<file path="src/rtl/dmux1t8_8_reg.sv">
// Registered 1-to-8 demultiplexer: routes I into one of eight held slots, chosen by s or by
// an auto-incrementing pointer, with per-slot valid flags, a full flag and a frame wrap pulse.
module dmux1t8_8_reg #(
    parameter int WIDTH = 8
) (
    input  logic             clk,
    input  logic             rst_n,
    input  logic [WIDTH-1:0] I,
    input  logic [2:0]       s,
    input  logic             wr,
    input  logic             auto,
    input  logic             clr,
    output logic [WIDTH-1:0] O0,
    output logic [WIDTH-1:0] O1,
    output logic [WIDTH-1:0] O2,
    output logic [WIDTH-1:0] O3,
    output logic [WIDTH-1:0] O4,
    output logic [WIDTH-1:0] O5,
    output logic [WIDTH-1:0] O6,
    output logic [WIDTH-1:0] O7,
    output logic [7:0]       valid,
    output logic             full,
    output logic [2:0]       ptr,
    output logic             wrap
);

    logic [7:0]         valid_q, valid_d;
    logic [2:0]         ptr_q, ptr_d;
    logic               wrap_q, wrap_d;
    logic [2:0]         tgt;
    logic               do_write;
    logic [7:0]         slot_we;
    logic [8*WIDTH-1:0] slot_flat;

    assign tgt      = auto ? ptr_q : s;
    // clr takes priority, so a colliding write never reaches any slot
    assign do_write = wr & ~clr;

    generate
        for (genvar gi = 0; gi < 8; gi++) begin : g_slot
            logic [WIDTH-1:0] data_q, data_d;

            assign slot_we[gi] = do_write && (tgt == 3'(gi));

            always_comb begin
                data_d = data_q;
                if (slot_we[gi]) begin
                    data_d = I;
                end
            end

            always_ff @(posedge clk or negedge rst_n) begin
                if (!rst_n) begin
                    data_q <= '0;
                end else begin
                    data_q <= data_d;
                end
            end

            assign slot_flat[gi*WIDTH +: WIDTH] = data_q;
        end
    endgenerate

    always_comb begin
        valid_d = valid_q;
        ptr_d   = ptr_q;
        wrap_d  = 1'b0;
        if (clr) begin
            valid_d = '0;
            ptr_d   = '0;
        end else if (wr) begin
            valid_d = valid_q | slot_we;
            if (auto) begin
                ptr_d  = ptr_q + 3'd1;
                wrap_d = (ptr_q == 3'd7);
            end
        end
    end

    always_ff @(posedge clk or negedge rst_n) begin
        if (!rst_n) begin
            valid_q <= '0;
            ptr_q   <= '0;
            wrap_q  <= 1'b0;
        end else begin
            valid_q <= valid_d;
            ptr_q   <= ptr_d;
            wrap_q  <= wrap_d;
        end
    end

    assign O0    = slot_flat[0*WIDTH +: WIDTH];
    assign O1    = slot_flat[1*WIDTH +: WIDTH];
    assign O2    = slot_flat[2*WIDTH +: WIDTH];
    assign O3    = slot_flat[3*WIDTH +: WIDTH];
    assign O4    = slot_flat[4*WIDTH +: WIDTH];
    assign O5    = slot_flat[5*WIDTH +: WIDTH];
    assign O6    = slot_flat[6*WIDTH +: WIDTH];
    assign O7    = slot_flat[7*WIDTH +: WIDTH];
    assign valid = valid_q;
    assign full  = &valid_q;
    assign ptr   = ptr_q;
    assign wrap  = wrap_q;

endmodule

</file>
<file path="config.mk">
export PLATFORM = sky130hd
export DESIGN_NAME = dmux1t8_8_reg
export DESIGN_NICKNAME = d
export VERILOG_FILES = /design/src/rtl/dmux1t8_8_reg.sv
export SDC_FILE = /design/constraint.sdc
export NUM_CORES = 1
export LEC_CHECK = 0
export ABC_AREA = 1
export CORE_ASPECT_RATIO = 1.5
export CORE_MARGIN = 2
export CORE_UTILIZATION = 47
export DETAILED_ROUTE_END_ITERATION = 10
export HOLD_SLACK_MARGIN = 0.12
export PLACE_DENSITY = 0.77
export SLEW_MARGIN = 0
export SYNTH_ARGS = -nofsm -noshare
export SYNTH_HDL_FRONTEND = slang
export SYNTH_SLANG_ARGS = --single-unit
</file>
<file path="constraint.sdc">
create_clock -name clk -period 1.48 [get_ports clk]
set_clock_uncertainty 0.1 [all_clocks]
set_input_delay 0.148 -clock clk [delete_from_list [all_inputs] [get_ports clk]]
set_output_delay 0.148 -clock clk [all_outputs]
set_load 0.02 [all_outputs]
</file>
=== Yosys cells after proc, flatten, opt, wreduce, memory -nomap -nowiden ===
Cells that the tools add are included.

* Add/subtract/negate cells: 1
* Eq/ne operators: 8
* Reduce and logical (&&, ||, !) cells: 13
* Bitwise operators: 3
* Multiplexer cells: 9

{| class="wikitable"
|+ Operators with widths
! cell !! count
|-
| $mux W8 || 2
|-
| $eq A3 B3 Y1 const B || 5
|-
| $mux W3 || 4
|-
| $logic_and A1 B1 Y1 || 8
|-
| $or A8 B8 Y8 || 1
|-
| $reduce_and A8 Y1 || 1
|-
| $eq A3 B2 Y1 const B || 2
|-
| $reduce_bool A2 Y1 || 2
|-
| $add A3 B1 Y3 const B || 1
|-
| $eq A3 B1 Y1 const B || 1
|-
| $logic_not A3 Y1 || 1
|-
| $mux W1 || 3
|-
| $reduce_and A2 Y1 || 1
|-
| $and A1 B1 Y1 || 1
|-
| $not A1 Y1 || 1
|}

* Bits in registers: 76
* Input bits: 16
* Output and inout bits: 77
* Word-level logic and storage cells: 45

=== Longest topological paths before layout ===
Gate-level depths: netlist (run 1).

* Depth after elaboration: 6
* Depth in mapped cells: 7

=== Worst setup path before layout (run 1) ===
OpenSTA, ideal clock, no wires.

* Path kind: reg2reg
* From: reg ptr_q[2], in the netlist ptr[2]
* To: reg g_slot[5].data_q[0], in the netlist O5[0]
* Stages on the path, launching flop included: 7
* Clock period less this slack: 1.433 ns
* Slack: 0.047 ns
* Required time: 1.263 ns
* Path buffers: 1
* Setup time: 0.117 ns
* Arrival time: 1.216 ns
* Path through: dfrtp_1 nand2_2 a21oi_4 buf_6 nand2_4 nand2_1 nand2_1

* Word-level cells in the longest chain between the ends: 3

{| class="wikitable"
|+ RTL lines
! item !! RTL line !! text
|-
| start: declaration || 28 || <nowiki>logic [2:0] ptr_q, ptr_d;</nowiki>
|-
| start signal: assignment || 87 || <nowiki>ptr_q <= ptr_d;</nowiki>
|-
| $mux W3 || 35 || <nowiki>assign tgt = auto ? ptr_q : s;</nowiki>
|-
| $eq A3 B3 Y1 || 43 || <nowiki>assign slot_we[gi] = do_write && (tgt == 3'(gi));</nowiki>
|-
| $logic_and A1 B1 Y1 || 43 ||
|-
| end signal: assignment || 56 || <nowiki>data_q <= data_d;</nowiki>
|-
| end: declaration || 41 || <nowiki>logic [WIDTH-1:0] data_q, data_d;</nowiki>
|}

No other way between the ends.
A chain may end at the register's enable or synchronous reset.

=== Final worst setup path (run 1) ===
* From: reg valid_q[4], in the netlist valid[4]
* To: out valid[4]

{| class="wikitable"
|+ RTL lines
! item !! RTL line !! text
|-
| start: declaration || 27 || <nowiki>logic [7:0] valid_q, valid_d;</nowiki>
|-
| start signal: assignment || 86 || <nowiki>valid_q <= valid_d;</nowiki>
|-
| end: declaration || 21 || <nowiki>output logic [7:0] valid,</nowiki>
|}

No word-level cell between the ends.

==> metrics.cfg, run 1 <==
[power]
switching_share_pct = 34.4
seqPwrFrac_pct = 42.5
internal-power_uw = 4290
power_switching_uw = 2250
pwr-share-comb_pct = 30.6
power_density_mw_per_mm2 = 1390
peakVddDrop_mv = 0.966
p_leak_uw = 0.00274
power.clock.fraction_pct = 26.9

[timing]
fin_crit_sh_pct = 98.1
fin_ws_ns = 0.0286
tns_ns = 0
period_needed_ns = 1.45
finalHoldViolations = 0
max_freq_mhz = 689
tightest_slew_ns = 0.399
setup_viol = 0
slew_violations = 0
maxSlewHeadroom_pct = 73.4

[place]
hpwl_mm = 5.99
io_buffer_count = 92
place.gp.congestion = 0.877
place_area_mm2 = 0.00448
pre_cts_ws_ns = -0.402

[detailed_routing]
drc = 0
drtIter0Drc = 263
wl_per_cell_um = 14.8
first_pass_iters = 4
antenna_left = 0
via_per_inst = 5.05
vias = 2871
wirelength_mm = 8.40

[worst_setup_path]
cp-end-kind = output port
crit_fanout = 2
startpoint_type = flip-flop
r2r-end = O6[2]
worstSetupPathType = reg2out
cp.arrival_ns = 1.20
reg2reg_from = ptr[1]
worstPathRequired_ns = 1.23
ff2ff_path_depth = 8
critPathLaunch = valid[4]
r2r_setup_slack_ns = 0.06

[clock_network]
cts_max_level = 3
clockBufferDepth = 2
cts.clk_slew.worst_paths_ns = 0.08
cts_root_buf = clkbuf_8
clock_sinks = 76
cts_made_buffers = 9
cts_tree = built
insertion_delay_ns = 0.35

[global_routing]
grt_pass1_vias = 2749
grt_max_degree = 77
globalRouteOverflowTotal = 0
top_usage_layer = met2
use_met2_pct = 38.0
grt_usage_pct = 22.9
grt_pass1_wl_mm = 13.3
grtUsageMet3_pct = 4.88
antenna_found_initial = 0
grt_use_met1_pct = 28.3

[die]
core_region_area_mm2 = 0.00676
die_w_um = 71.9
fp-row-count = 37
ioPinCount = 93
die_h_um = 106
initial_utilization_pct = 48.0
die-area_mm2 = 0.00760

[logic_synthesis]
synth.avg_cell_area_um2 = 9.09
syn_nets = 375
yosys_warnings = 0
synth_area_leader_cell = dfrtp_1
synth_area_leaders = dfrtp_1 (59%), nand2_1 (21%), nand3_1 (6.6%)
yosysUniqueCellTypes = 17
ys_ff_latch = 76
synth_area_mm2 = 0.00325
synth.top_cell.area_share_pct = 58.6
synth_seq_area_share_pct = 58.6
netlist_instances = 357

[outcome]
status = complete, no violations

[layout]
postLayoutCellArea_mm2 = 0.00469
seq_area_mm2 = 0.00190
fill_cells = 548
drive_gt1_share_pct = 17.6
layout_commonest_cell = nand2_1
layout_common_cells = nand2_1 (182), dfrtp_1 (76), dlygate4sd2_1 (72)
multi_input_area_mm2 = 0.00125
diodes = 0
num-nets-final = 503
syn_to_final_growth_pct = 44.6

[worst_hold_path]
min-delay-start = auto
hold_path.class = in2reg
holdPathStages = 3
min_to = wrap

[run]
maxCapViolCount = 0

## critical path, cell delays in order, from the launching register on
cell           delay [ns]
dfrtp_1              0.40
buf_4                0.14
dlygate4sd2_1        0.31
## cells in the mapped netlist (all sizes together)
master / count
nand3: 43
dfrtp: 76
o21ai: 1
o22ai: 1
nand4: 2
a21oi: 1
inv: 7
ha: 2
buf: 5
nor2: 10
clkbuf: 9
nand2: 200
## cell families after synthesis
family,synth area share (%)
DFF,58.6
and+or+nand+nor,36.2
AOI/OAI and AO/OA,0.848
adders and majority gates,0.771
buffers and inverters,3.58
## timing repair
| action | 4_1_cts | 5_1_grt |
|---|---|---|
| setup buffers | 0 | 4 |
| hold endpoints to repair | 76 | 0 |
| setup endpoints to repair | 84 | 68 |
| gates resized for setup | 79 | 13 |
| pin swaps | 1 | 7 |
| hold buffers | 1 | 0 |
## power groups by stage
stage	logic, uW	clock network [uW]	registers (uW)
floorplan	521	0	3340
global placement	2240	0	2820
detailed placement	2290	0	2830
CTS	1980	1780	2780
global route	2170	1880	2820
finish	2000	1760	2780
## metal layers
| layer | vias to the layer above | routed length (um) |
|---|---|---|
| li1 | 1378 | - |
| met1 | 1368 | 3200 |
| met2 | 109 | 4480 |
| met3 | 16 | 522 |
| met4 | 0 | 195 |
| met5 | - | 0 |
## state kept, by name (all words and copies together) (netlist names)
name and flops:
wrap 1, O3 8, valid 8, O2 8
O1 8, O5 8, O7 8, O0 8
O4 8, O6 8, ptr 3
## metrics by stage
step	power (uW)	std cells	hold WS, ns	util [%]
after global routing	6860	568	0.165	69.5
after CTS	6540	564	0.260	68.3
after floorplan	3870	357	-0.248	-
after detailed placement	5120	547	0.0939	66.3
after global placement	5060	547	0.0916	66.3
final	6530	568	0.167	69.5
## how the worst max path moves through the flow
stage | to | depth (start not counted)
after floorplan | O5[0] | 6
after global placement | O5[6] | 8
after detailed placement | O1[0] | 8
after CTS | O1[0] | 8
after global routing | O6[0] | 8
final | valid[4] | 2
## area by class of cell
type                    instances  share of cell area, %
flip-flops and latches         76                   40.5
clock inverters                 6                   1.87
clock buffers                  10                   2.93
well taps                      78                   2.08
multi-input cells             260                   26.5
inverters                       7                  0.560
repair buffers                131                   25.5
Power figures use the tool's default switching activity.
==> run 2, diff against run 1 <==
--- a/constraint.sdc
+++ b/constraint.sdc
@@ -4,2 +4,2 @@
 set_output_delay 0.148 -clock clk [all_outputs]
-set_load 0.02 [all_outputs]
+set_load 0.01 [all_outputs]
==> run 2 against run 1 <==
Sequential share of layout area fell by 0.16 points. Critical path type unchanged. First-iteration DRC count is 21% lower. Global-route usage is 1.2 points higher. Critical endpoint is now ptr[0]. Largest cell class unchanged. Hold slack got worse by 0.012 ns. Register-to-register slack improved by 0.02 ns.
==> metrics.cfg, run 2 (synthesized netlist as in run 1, its figures left out) <==
[outcome]
status = complete, no violations

[clock_network]
cts_root_buf = clkbuf_8
cts_tree = built
clock_sinks = 76  ; unchanged
cts_made_buffers = 9  ; unchanged
cts_max_level = 3  ; unchanged
cts.clk_slew.worst_paths_ns = 0.08  ; about the same
clockBufferDepth = 2  ; unchanged
insertion_delay_ns = 0.34  ; about the same

[detailed_routing]
drc = 0  ; unchanged
drtIter0Drc = 207  ; -21%
wirelength_mm = 8.94  ; +6.4%
antenna_left = 0  ; unchanged
vias = 2943  ; +2.5%
first_pass_iters = 5  ; +1
via_per_inst = 5.13  ; +1.4%
wl_per_cell_um = 15.6  ; +5.2%

[layout]
drive_gt1_share_pct = 18.1  ; +0.59 points
diodes = 0  ; unchanged
post-route-util_pct = 69.7  ; +0.28 points
syn_to_final_growth_pct = 45.2
stdcell_count = 574  ; +1.1%
layout_commonest_cell = nand2_1
num-nets-final = 509  ; +1.2%
postLayoutCellArea_mm2 = 0.00471  ; +0.40%
layout_common_cells = nand2_1 (183), dlygate4sd2_1 (77), dfrtp_1 (76)

[worst_setup_path]
critPathLaunch = ptr[0]
crit_fanout = 4  ; +2
worstSetupPathType = reg2out
max_stage_delay_ns = 0.42  ; +0.02 ns
critical_path.cell_chain = buf_4, dlygate4sd2_1
path_delay_family = buffers and inverters
slowest_stage = dfrtp_1
cp-end-kind = output port
cp.buffers_inverters = 2  ; unchanged
startpoint_type = flip-flop
cp.arrival_ns = 1.18  ; -0.02 ns
worstPathRequired_ns = 1.23  ; about the same
reg2reg_from = ptr[1]

[place]
place_area_mm2 = 0.00445  ; -0.61%
hpwl_mm = 6.25  ; +4.3%
pre_cts_ws_ns = -0.415  ; -0.0128 ns
post-place-cells = 545  ; -0.37%
io_buffer_count = 92  ; unchanged
place.gp.congestion = 0.899  ; +2.5%

[die]
die-area_mm2 = 0.00760  ; unchanged
initial_utilization_pct = 48.0  ; unchanged
core_region_area_mm2 = 0.00676  ; unchanged
die_h_um = 106  ; unchanged
ioPinCount = 93  ; unchanged
die_w_um = 71.9  ; unchanged
fp-row-count = 37  ; unchanged

[global_routing]
grt_pass1_wl_mm = 13.9  ; +4.6%
grt_usage_pct = 24.1  ; +1.2 points
globalRouteOverflowTotal = 0  ; unchanged
grt_pass1_vias = 2813  ; +2.3%
antenna_found_initial = 0  ; unchanged
grt_max_degree = 29  ; -62%

[worst_hold_path]
hold_path.class = in2async

[power]
power_density_mw_per_mm2 = 1310  ; -5.5%
p_leak_uw = 0.00278  ; +1.3%
peakVddDrop_mv = 0.838  ; -13%

[timing]
tightest_slew_ns = 0.391  ; -0.00825 ns
fin_crit_sh_pct = 96.7  ; -1.4 points
period_needed_ns = 1.43  ; -0.0209 ns
setup_viol = 0  ; unchanged
finalHoldViolations = 0  ; unchanged
maxSlewHeadroom_pct = 73.9  ; +0.55 points
fin_ws_ns = 0.0495  ; +0.0209 ns
slew_violations = 0  ; unchanged
max_freq_mhz = 699  ; +1.5%

[run]
maxCapViolCount = 0  ; unchanged

## run 2: cell count changes in the layout (fill, tap and decap cells not counted)
cell,delta
buf_6,-1
clkbuf_8,-1
nand2_1,+1
nand2_2,-1
buf_12,-1
clkdlybuf4s15_1,-3
inv_8,+1
clkinvlp_4,-1
dlygate4sd2_1,+5
dlymetal6s2s_1,-1
buf_4,+7
clkinv_4,+1
## run 2: layout make-up
type	instances	area, um2
Inverter	7	26.3
Tap cell	78	97.6
Multi-Input combinational cell	260	1240
Clock buffer	9	124
Fill cell	534	2050
Timing Repair Buffer	137	1220
Sequential cell	76	1900
Clock inverter	7	100
## run 2: per-layer routing
metal  vias to the layer above  routed length, um  track usage (%)
li1                       1392                  -                -
met1                      1414               3420             28.6
met2                       117               4850             41.7
met4                         0                218             10.5
met3                        20                443             4.68
met5                         -                  0                0
## run 2: worst register-to-register path: cells and delay by family, from the launching register on
kind	cells	cell delay (ns)
simple gates	6	0.72
flops	1	0.39
buf+inv	1	0.15
## run 2: stage by stage
stage	setup TNS, ns	hold slack (ns)	total power (uW)
after CTS	0	0.160	6210
after global routing	-0.233	0.193	6510
final	0	0.155	6200
after global placement	-20.12	-0.0117	4700
after floorplan	0	-0.248	3530
after detailed placement	-24.40	-0.00506	4760
## run 2: final timing paths
check / endpoint / slack, ns / cells after the start
max: ptr[0] / 0.05 / 2
min reg2reg: O1[2] / 0.37 / 2
min in group clk: wrap / 0.28 / 3
min: O3[2] / 0.16 / 2
max in group asynchronous: O6[5] / 0.67 / 3
max reg2reg: O6[6] / 0.08 / 7
## run 2: repair_timing
action / 4_1_cts / 5_1_grt
hold buffers: 1 / 0
resized for setup: 81 / 5
endpoints found under the setup margin: 96 / 26
buffers inserted: 9 / 3
pin swaps: 4 / 5
hold endpoints to repair: 76 / 0
## run 2: power by group
| part | internal [uW] | total [uW] | switching [uW] |
|---|---|---|---|
| clock network | 960 | 1760 | 801 |
| registers | 2520 | 2770 | 255 |
| logic | 778 | 1660 | 885 |
==> run 3, diff against run 2 <==
CORE_MARGIN = not set   (was 2)
==> run 3 against run 2 <==
Sequential share of layout area rose by 0.080 points. Hold slack improved by 0.13 ns. Via count fell by 3.1%. Setup slack improved by 0.0063 ns. Maximum frequency rose by 0.44%. Non-clock buffer count fell by 6. Wire length fell by 2.2%. Sequential power barely moved. Critical path type unchanged. Largest cell class unchanged. Largest power group unchanged. Highest routed layer unchanged.
==> metrics.cfg, run 3 (synthesized netlist as in run 1, its figures left out) <==
[timing]
slew_violations = 0  ; unchanged
tightest_slew_ns = 0.397  ; +0.00586 ns
fin_crit_sh_pct = 96.2  ; -0.43 points
fin_ws_ns = 0.0558  ; +0.00629 ns
maxSlewHeadroom_pct = 73.5  ; -0.47 points
period_needed_ns = 1.42  ; -0.00629 ns
setup_viol = 0  ; unchanged
max_freq_mhz = 702  ; +0.44%
finalHoldViolations = 0  ; unchanged
rsz0062_at_grt = no

[detailed_routing]
first_pass_iters = 4  ; -1
vias = 2853  ; -3.1%
wl_per_cell_um = 15.4  ; -0.87%
drtIter0Drc = 202  ; -2.4%
antenna_left = 0  ; unchanged
via_per_inst = 5.04  ; -1.7%
wirelength_mm = 8.73  ; -2.2%
drc = 0  ; unchanged

[clock_network]
cts_root_buf = clkbuf_8
cts.clk_slew.worst_paths_ns = 0.07  ; about the same
cts_max_level = 3  ; unchanged
clock_sinks = 76  ; unchanged
cts_tree = built
cts_made_buffers = 9  ; unchanged
clockBufferDepth = 2  ; unchanged
insertion_delay_ns = 0.35  ; about the same

[layout]
syn_to_final_growth_pct = 45.0
multi_input_area_mm2 = 0.00125  ; +0.20%
num-nets-final = 503  ; -1.2%
diodes = 0  ; unchanged
fill_cells = 522  ; -2.2%
drive_gt1_share_pct = 16.7  ; -1.4 points
layout_commonest_cell = nand2_1
layout_common_cells = nand2_1 (182), dlygate4sd2_1 (76), dfrtp_1 (75)
seq_area_mm2 = 0.00190  ; about the same

[die]
ioPinCount = 93  ; unchanged
die-area_mm2 = 0.00725  ; -4.6%
die_h_um = 104  ; -1.9%
fp-row-count = 36  ; -2.7%
core_region_area_mm2 = 0.00658  ; -2.7%
die_w_um = 69.9  ; -2.8%
initial_utilization_pct = 49.4  ; +1.3 points

[global_routing]
grt_max_degree = 62  ; +110%
globalRouteOverflowTotal = 0  ; unchanged
grt_pass1_wl_mm = 13.9  ; about the same
grt_usage_pct = 24.8  ; +0.65 points
grt_pass1_vias = 2803  ; -0.36%
antenna_found_initial = 0  ; unchanged

[worst_setup_path]
worstPathRequired_ns = 1.23  ; about the same
cp.arrival_ns = 1.18  ; about the same
startpoint_type = flip-flop
cp-end-kind = output port
worstSetupPathType = reg2out
crit_fanout = 3  ; -1

[power]
power_density_mw_per_mm2 = 1310  ; -0.11%
peakVddDrop_mv = 0.994  ; +19%
p_leak_uw = 0.00277  ; -0.15%
power_uw = 6180  ; -0.24%

[place]
io_buffer_count = 92  ; unchanged
place.gp.congestion = 0.890  ; -1.0%
hpwl_mm = 6.02  ; -3.7%
pre_cts_ws_ns = -0.402  ; +0.0122 ns

[worst_hold_path]
hold_path.class = in2reg

[run]
maxCapViolCount = 0  ; unchanged

[outcome]
status = complete, no violations

-- run 3: stage by stage --
step	std cells	hold WS [ns]	utilization (%)	cell area, um2	TNS (ns)
after CTS	560	0.251	70.0	4600	0
after global placement	538	-0.0774	67.4	4440	-19.39
after detailed placement	538	-0.0768	67.4	4440	-24.31
final	566	0.288	71.6	4710	0
after floorplan	357	-0.248	-	3250	0
after global routing	566	0.309	71.6	4710	0
-- run 3: path summary, 6_finish.rpt --
path / start / end / slack, ns / depth (start not counted)
max in group asynchronous: rst_n / O0[6] / 0.17 / 4
min reg2reg: O6[3] / O6[3] / 0.37 / 2
max reg2reg: ptr[2] / O3[1] / 0.10 / 7
min in group asynchronous: rst_n / O3[1] / 0.64 / 3
max: ptr[1] / ptr[1] / 0.06 / 2
min: auto / wrap / 0.29 / 3
-- run 3: cell type report --
type,instances,share of cell area (%)
Clock buffer,13,3.16
Inverter,7,0.558
Tap cell,76,2.02
Timing Repair Buffer,131,25.9
Multi-Input combinational cell,260,26.5
Clock inverter,3,1.46
Sequential cell,76,40.4
-- run 3: routing by layer --
layer	vias to the layer above	routed length, um	track usage (%)
met4	0	215	10.7
met3	16	521	4.96
li1	1381	-	-
met2	102	4660	43.2
met1	1354	3340	29.1
met5	-	0	0
-- run 3: where the power goes --
| group | internal (uW) | switching (uW) |
|---|---|---|
| sequential | 2520 | 250 |
| clock | 1000 | 751 |
| combinational | 773 | 885 |
| total | 4300 | 1890 |
-- run 3: worst max-delay path: stages, from the launching register on --
cell and delay, ns:
dfrtp_1 0.41, buf_4 0.15, dlygate4sd2_1 0.27
-- run 3: repair_timing --
item,CTS,global route
gates resized for setup,80,9
cloned,0,1
setup buffers,4,6
endpoints found under the hold margin,76,0
hold buffers,2,0
pin swaps,1,10
setup endpoints to repair,99,109
